==> config.mk <==
export PLATFORM = sky130hd
export DESIGN_NAME = alu_result_buffer
export DESIGN_NICKNAME = d
export VERILOG_FILES = /design/src/rtl/alu_result_buffer.sv
export SDC_FILE = /design/constraint.sdc
export NUM_CORES = 1
export LEC_CHECK = 0
export CORE_MARGIN = 4
export CORE_UTILIZATION = 51
export CTS_BUF_LIST = sky130_fd_sc_hd__clkbuf_8
export CTS_CLUSTER_SIZE = 40
export DETAILED_ROUTE_END_ITERATION = 8
export PLACE_DENSITY = 0.81
export REMOVE_ABC_BUFFERS = 1
export SKIP_LAST_GASP = 1
export SLEW_MARGIN = 10
export SYNTH_ARGS = -nofsm -noshare
export SYNTH_HDL_FRONTEND = slang
export SYNTH_SLANG_ARGS = --single-unit
==> constraint.sdc <==
create_clock -name clk -period 3 [get_ports clk]
set_input_delay 0.45 -clock clk [delete_from_list [all_inputs] [get_ports clk]]
set_output_delay 0.45 -clock clk [all_outputs]
set_load 0.005 [all_outputs]
==> src/rtl/alu_result_buffer.sv <==
// Result buffer between the ALU datapath and writeback: captures result, tag and
// status flags into a small FIFO so a stalled writeback never holds the ALU.
module alu_result_buffer #(
    parameter int WIDTH = 64,
    parameter int TAG_W = 5,
    parameter int DEPTH = 4,
    localparam int AW = $clog2(DEPTH)
) (
    input  logic             clk,
    input  logic             rst,
    input  logic             flush,
    input  logic             in_valid,
    output logic             in_ready,
    input  logic [WIDTH-1:0] in_result,
    input  logic [TAG_W-1:0] in_tag,
    input  logic             in_carry,
    output logic             out_valid,
    input  logic             out_ready,
    output logic [WIDTH-1:0] out_result,
    output logic [TAG_W-1:0] out_tag,
    output logic             out_zero,
    output logic             out_neg,
    output logic             out_carry,
    output logic [AW:0]      count
);

    // Handshake: a transfer happens on a rising edge where valid && ready on that
    // side. Both ready and valid depend only on the registered count, so there is
    // no combinational path from out_ready to in_ready or from in_* to out_*.

    typedef struct packed {
        logic [WIDTH-1:0] result;
        logic [TAG_W-1:0] tag;
        logic             zero;
        logic             neg;
        logic             carry;
    } entry_t;

    localparam logic [AW:0]   FULL_CNT = (AW + 1)'(DEPTH);
    localparam logic [AW:0]   CNT_ONE  = (AW + 1)'(1);
    localparam logic [AW-1:0] PTR_ONE  = AW'(1);

    entry_t        mem [DEPTH];
    logic [AW-1:0] wr_ptr;
    logic [AW-1:0] rd_ptr;
    logic          push;
    logic          pop;
    entry_t        head;

    assign in_ready  = (count != FULL_CNT);
    assign out_valid = (count != '0);
    assign push      = in_valid && in_ready;
    assign pop       = out_valid && out_ready;

    always_ff @(posedge clk) begin
        if (rst || flush) begin
            count  <= '0;
            wr_ptr <= '0;
            rd_ptr <= '0;
        end else begin
            if (push) begin
                wr_ptr <= wr_ptr + PTR_ONE;
            end
            if (pop) begin
                rd_ptr <= rd_ptr + PTR_ONE;
            end
            if (push && !pop) begin
                count <= count + CNT_ONE;
            end else if (pop && !push) begin
                count <= count - CNT_ONE;
            end
        end
    end

    // Storage needs no reset: an entry is only visible while count covers it.
    always_ff @(posedge clk) begin
        if (push && !rst && !flush) begin
            mem[wr_ptr] <= '{result: in_result,
                             tag:    in_tag,
                             zero:   (in_result == '0),
                             neg:    in_result[WIDTH-1],
                             carry:  in_carry};
        end
    end

    always_comb begin
        head = '0;
        if (out_valid) begin
            head = mem[rd_ptr];
        end
    end

    assign out_result = head.result;
    assign out_tag    = head.tag;
    assign out_zero   = head.zero;
    assign out_neg    = head.neg;
    assign out_carry  = head.carry;

endmodule

==> impl_metrics.prom <==
# TYPE chip_impl_metric gauge
chip_impl_info{name="run_status",value="finished, final reports clean"} 1
chip_impl_metric{name="wl_per_cell",unit="µm"} 21.28
chip_impl_metric{name="yosysSeqAreaShare",unit=""} 0.7640
chip_impl_info{name="critical_path.top_delay_family",value="buffers and inverters"} 1
chip_impl_metric{name="vias_per_cell",unit=""} 5.539
chip_impl_metric{name="grt_pass1_vias",unit=""} 6114
chip_impl_metric{name="cp.depth",unit=""} 4
chip_impl_metric{name="setup_tns",unit="ns"} 0
chip_impl_metric{name="layout-drive-gt1-share",unit=""} 0.1941
chip_impl_metric{name="worst-slew-pin-transition",unit="ns"} 0.5664
chip_impl_metric{name="fin_nets",unit=""} 790
chip_impl_metric{name="worst_r2r_path_depth",unit=""} 8
chip_impl_metric{name="detailroute.via_count",unit=""} 5661
chip_impl_info{name="hold_class",value="flop to flop"} 1
chip_impl_metric{name="die_width",unit="µm"} 157.5
chip_impl_metric{name="period_needed",unit="ns"} 2.875
chip_impl_metric{name="hold-path-cell-count",unit=""} 2
chip_impl_metric{name="finalCritPeriodShare",unit=""} 0.9582
chip_impl_metric{name="finalSetupViolCount",unit=""} 0
chip_impl_info{name="timing.critical_path.slowest_stage_cell",value="sky130_fd_sc_hd__mux4_2"} 1
chip_impl_metric{name="synth_warnings",unit=""} 0
chip_impl_info{name="critPathLaunchType",value="flop"} 1
chip_impl_metric{name="area_delta_synth_final",unit="%"} 23.71
chip_impl_info{name="timing.rr.start",value="count[0]"} 1
chip_impl_info{name="crit_path_capture_type",value="output pin"} 1
chip_impl_metric{name="pin_count_of_the_biggest_net_entering_global_routing",unit=""} 73
chip_impl_metric{name="skew",unit="ns"} 0.01388
chip_impl_metric{name="timing.fmax",unit="MHz"} 347.9
chip_impl_metric{name="placement.io_buffers",unit=""} 151
chip_impl_metric{name="num_rows",unit=""} 54
chip_impl_metric{name="initial_utilization",unit=""} 0.5207
chip_impl_metric{name="synthesized_instance_count",unit=""} 523
chip_impl_metric{name="worst_setup_hold_path_clk_slew",unit="ns"} 0.06
chip_impl_metric{name="cp.required",unit="ns"} 2.55
chip_impl_metric{name="fp.dieArea",unit="µm²"} 24810
chip_impl_metric{name="synth_enable_flop_cells",unit=""} 284
chip_impl_metric{name="grt_use_total",unit=""} 0.1779
chip_impl_metric{name="post_synth.cell_area_avg",unit="µm²"} 21.79
chip_impl_metric{name="worstPathBufferInverterCount",unit=""} 2
chip_impl_metric{name="max_slew_margin",unit=""} 0.6189
chip_impl_info{name="worst_hold_startpoint",value="wr_ptr[1]"} 1
chip_impl_metric{name="design.core.area",unit="µm²"} 21890
chip_impl_metric{name="netlist-cell-type-count",unit=""} 28
chip_impl_metric{name="drtPass1Iterations",unit=""} 6
chip_impl_metric{name="report.final.slew_viol_count",unit=""} 0
chip_impl_info{name="buffer_cell_driving_the_clock_tree_root",value="sky130_fd_sc_hd__clkbuf_8"} 1
chip_impl_metric{name="cts_max_path_buffers",unit=""} 3
chip_impl_metric{name="boundary_pins",unit=""} 152
chip_impl_metric{name="htree_levels",unit=""} 2
chip_impl_metric{name="crit_arrival",unit="ns"} 2.42
chip_impl_metric{name="syn_area",unit="µm²"} 11400
chip_impl_metric{name="dr.first_iter.drc_count",unit=""} 324
chip_impl_info{name="path_cells",value="buf_16 -> mux4_2 -> and2_1 -> clkdlybuf4s50_1"} 1
chip_impl_metric{name="nFillCells",unit=""} 1466
chip_impl_info{name="primary_ff_master_synth",value="sky130_fd_sc_hd__edfxtp_1"} 1
chip_impl_metric{name="hpwl",unit="µm"} 12750
chip_impl_metric{name="dpl.cell_count",unit=""} 938
chip_impl_metric{name="diodes",unit=""} 0
chip_impl_metric{name="pwr_density_cell",unit="nW/µm²"} 597.7
chip_impl_metric{name="max-vdd-ir-drop",unit="V"} 0.0004591
chip_impl_metric{name="layout.cells.non_filler",unit=""} 1022
chip_impl_metric{name="finalWeightedCongestion",unit=""} 0.7755
chip_impl_metric{name="antenna_left",unit=""} 0
chip_impl_metric{name="grt_antenna_before_repair",unit=""} 0
chip_impl_metric{name="static-leakage-power",unit="µW"} 0.004497
chip_impl_metric{name="post-route-drc-count",unit=""} 0
chip_impl_metric{name="grt_first_pass_wirelength",unit="µm"} 33570
chip_impl_metric{name="gr-total-overflow",unit=""} 0
chip_impl_metric{name="dieHeight",unit="µm"} 157.5
chip_impl_metric{name="max_cap_violations",unit=""} 0
chip_impl_metric{name="final_hold_violation_count",unit=""} 0
chip_impl_metric{name="clk_latency",unit="ns"} 0.53
chip_impl_info{name="rsz_0062_raised_after_global_routing",value="true"} 1
chip_impl_metric{name="numCtsBuffers",unit=""} 46
chip_impl_metric{name="async_flop_share",unit=""} 0
chip_impl_metric{name="crit_path_max_incr_delay",unit="ns"} 0.53
chip_impl_metric{name="wl",unit="µm"} 21750
chip_impl_metric{name="synth.ff_latch_count",unit=""} 293
chip_impl_metric{name="cts_sinks",unit=""} 293
chip_impl_metric{name="worst-path-max-fanout",unit=""} 28
chip_impl_info{name="tritoncts",value="built"} 1
chip_impl_info{name="setup.worst_path.class",value="flop to output pin"} 1
==> path summary, 6_finish.rpt <==
path	slack, ns	endpoint
worst max-delay path	0.13	out_result[0]
worst min-delay path	0.52	wr_ptr[1]
worst max register to register	0.70	count[2]
worst min register to register	0.52	wr_ptr[1]
==> tightest hold or removal path, delay by kind of cell, from the launching register on <==
family / cells / cell delay, ns
compound gates: 2 / 0.14
flops: 1 / 0.33
==> area by class of cell <==
class	count	area, µm²	share of cell area
inverters	5	18.77	0.001331
flip-flops and latches	293	8716	0.6181
repair buffers	164	1737	0.1232
well taps	280	350.3	0.02484
clock inverters	33	157.7	0.01118
clock buffers	48	660.6	0.04685
multi-input cells	199	2461	0.1745
==> registers in the layout (all words and copies together), names as in the netlist, named ones only <==
| signal | flops |
|---|---|
| rd_ptr | 2 |
| count | 3 |
| wr_ptr | 2 |
| mem | 284 |
==> layer usage <==
layer / vias to the layer above / track usage / routed length, µm / share of wire
li1: 2528 / - / - / -
met1: 2936 / 0.2397 / 9026 / 0.42
met2: 169 / 0.2957 / 11040 / 0.51
met3: 28 / 0.04344 / 1389 / 0.064
met4: 0 / 0.04711 / 292 / 0.013
met5: - / 0 / 0 / 0
==> power breakdown <==
| part | leakage [µW] | switching, µW | internal [µW] | total [µW] |
|---|---|---|---|---|
| clock | 0.000494 | 1390 | 1560 | 2950 |
| combinational | 0.00137 | 379 | 534 | 912 |
| sequential | 0.00263 | 23.0 | 4540 | 4570 |
| total | 0.00450 | 1790 | 6630 | 8430 |
==> what timing repair did <==
action,4_1_cts,5_1_grt
hold buffers,0,0
endpoints found under the setup margin,19,4
setup buffers,3,0
resized for setup,2,0
==> layout by cell type (no fill, tap or decap) <==
cell type	instances
sky130_fd_sc_hd__clkdlybuf4s50_1	151
sky130_fd_sc_hd__or3_1	1
sky130_fd_sc_hd__nor4_1	17
sky130_fd_sc_hd__mux4_2	70
sky130_fd_sc_hd__nand4_1	4
sky130_fd_sc_hd__clkinvlp_4	1
sky130_fd_sc_hd__mux4_1	1
sky130_fd_sc_hd__or3_2	1
sky130_fd_sc_hd__and2_1	71
sky130_fd_sc_hd__dfxtp_4	2
sky130_fd_sc_hd__fa_1	1
sky130_fd_sc_hd__and3_4	4
sky130_fd_sc_hd__dfxtp_1	7
sky130_fd_sc_hd__or2_2	1
sky130_fd_sc_hd__buf_4	4
sky130_fd_sc_hd__mux2i_1	1
sky130_fd_sc_hd__edfxtp_1	284
sky130_fd_sc_hd__clkinv_1	7
sky130_fd_sc_hd__o311ai_0	1
sky130_fd_sc_hd__clkinv_2	3
sky130_fd_sc_hd__clkbuf_8	48
sky130_fd_sc_hd__xor2_1	4
sky130_fd_sc_hd__bufinv_16	1
sky130_fd_sc_hd__o21ai_0	3
sky130_fd_sc_hd__buf_16	2
sky130_fd_sc_hd__inv_1	26
sky130_fd_sc_hd__nor2_1	7
sky130_fd_sc_hd__buf_12	7
sky130_fd_sc_hd__nand3_1	2
sky130_fd_sc_hd__o31ai_1	1
sky130_fd_sc_hd__nor3b_1	1
sky130_fd_sc_hd__ha_1	5
sky130_fd_sc_hd__a21oi_1	3
==> cells in the mapped netlist (2+ instances only) <==
master,instances,area share
sky130_fd_sc_hd__ha_1,5,0.0055
sky130_fd_sc_hd__buf_2,7,0.0031
sky130_fd_sc_hd__o21ai_0,3,0.0013
sky130_fd_sc_hd__buf_12,7,0.012
sky130_fd_sc_hd__and2_1,71,0.039
sky130_fd_sc_hd__nand4_1,4,0.0022
sky130_fd_sc_hd__inv_1,5,0.0016
sky130_fd_sc_hd__xor2_1,4,0.0031
sky130_fd_sc_hd__mux4_2,70,0.14
sky130_fd_sc_hd__a21oi_1,3,0.0013
sky130_fd_sc_hd__clkbuf_1,9,0.0030
sky130_fd_sc_hd__and3_1,4,0.0022
sky130_fd_sc_hd__nand3_1,2,0.00088
sky130_fd_sc_hd__dfxtp_1,9,0.016
sky130_fd_sc_hd__nor4_1,17,0.0093
sky130_fd_sc_hd__or3_1,2,0.0011
sky130_fd_sc_hd__nor2_1,7,0.0023
sky130_fd_sc_hd__edfxtp_1,284,0.75
==> cell families (layout without fill, tap and decap cells) <==
logic type | count (synthesis) | count (layout) | synth area share
simple gates | 109 | 109 | 0.05818
buf+inv | 31 | 250 | 0.02195
compound gates | 8 | 8 | 0.004061
mux | 72 | 72 | 0.1415
flops | 293 | 293 | 0.7640
xor+xnor | 4 | 4 | 0.003073
fa+ha+maj | 6 | 6 | 0.007245
==> through the flow <==
stage                       util  cell area [µm²]  setup slack, ns  hold slack, ns  total power [µW]
after floorplan                -            11170           -1.299          0.4837              4989
after global placement    0.6051            13250           0.4345          0.4939              5543
after detailed placement  0.6051            13250           0.2844          0.5131              5568
after CTS                 0.6441            14100          0.05361          0.5166              8531
after global routing      0.6441            14100         -0.01020          0.5094              8796
final                     0.6441            14100           0.1254          0.5224              8429
Note: power is estimated with default switching activity, not from simulation.
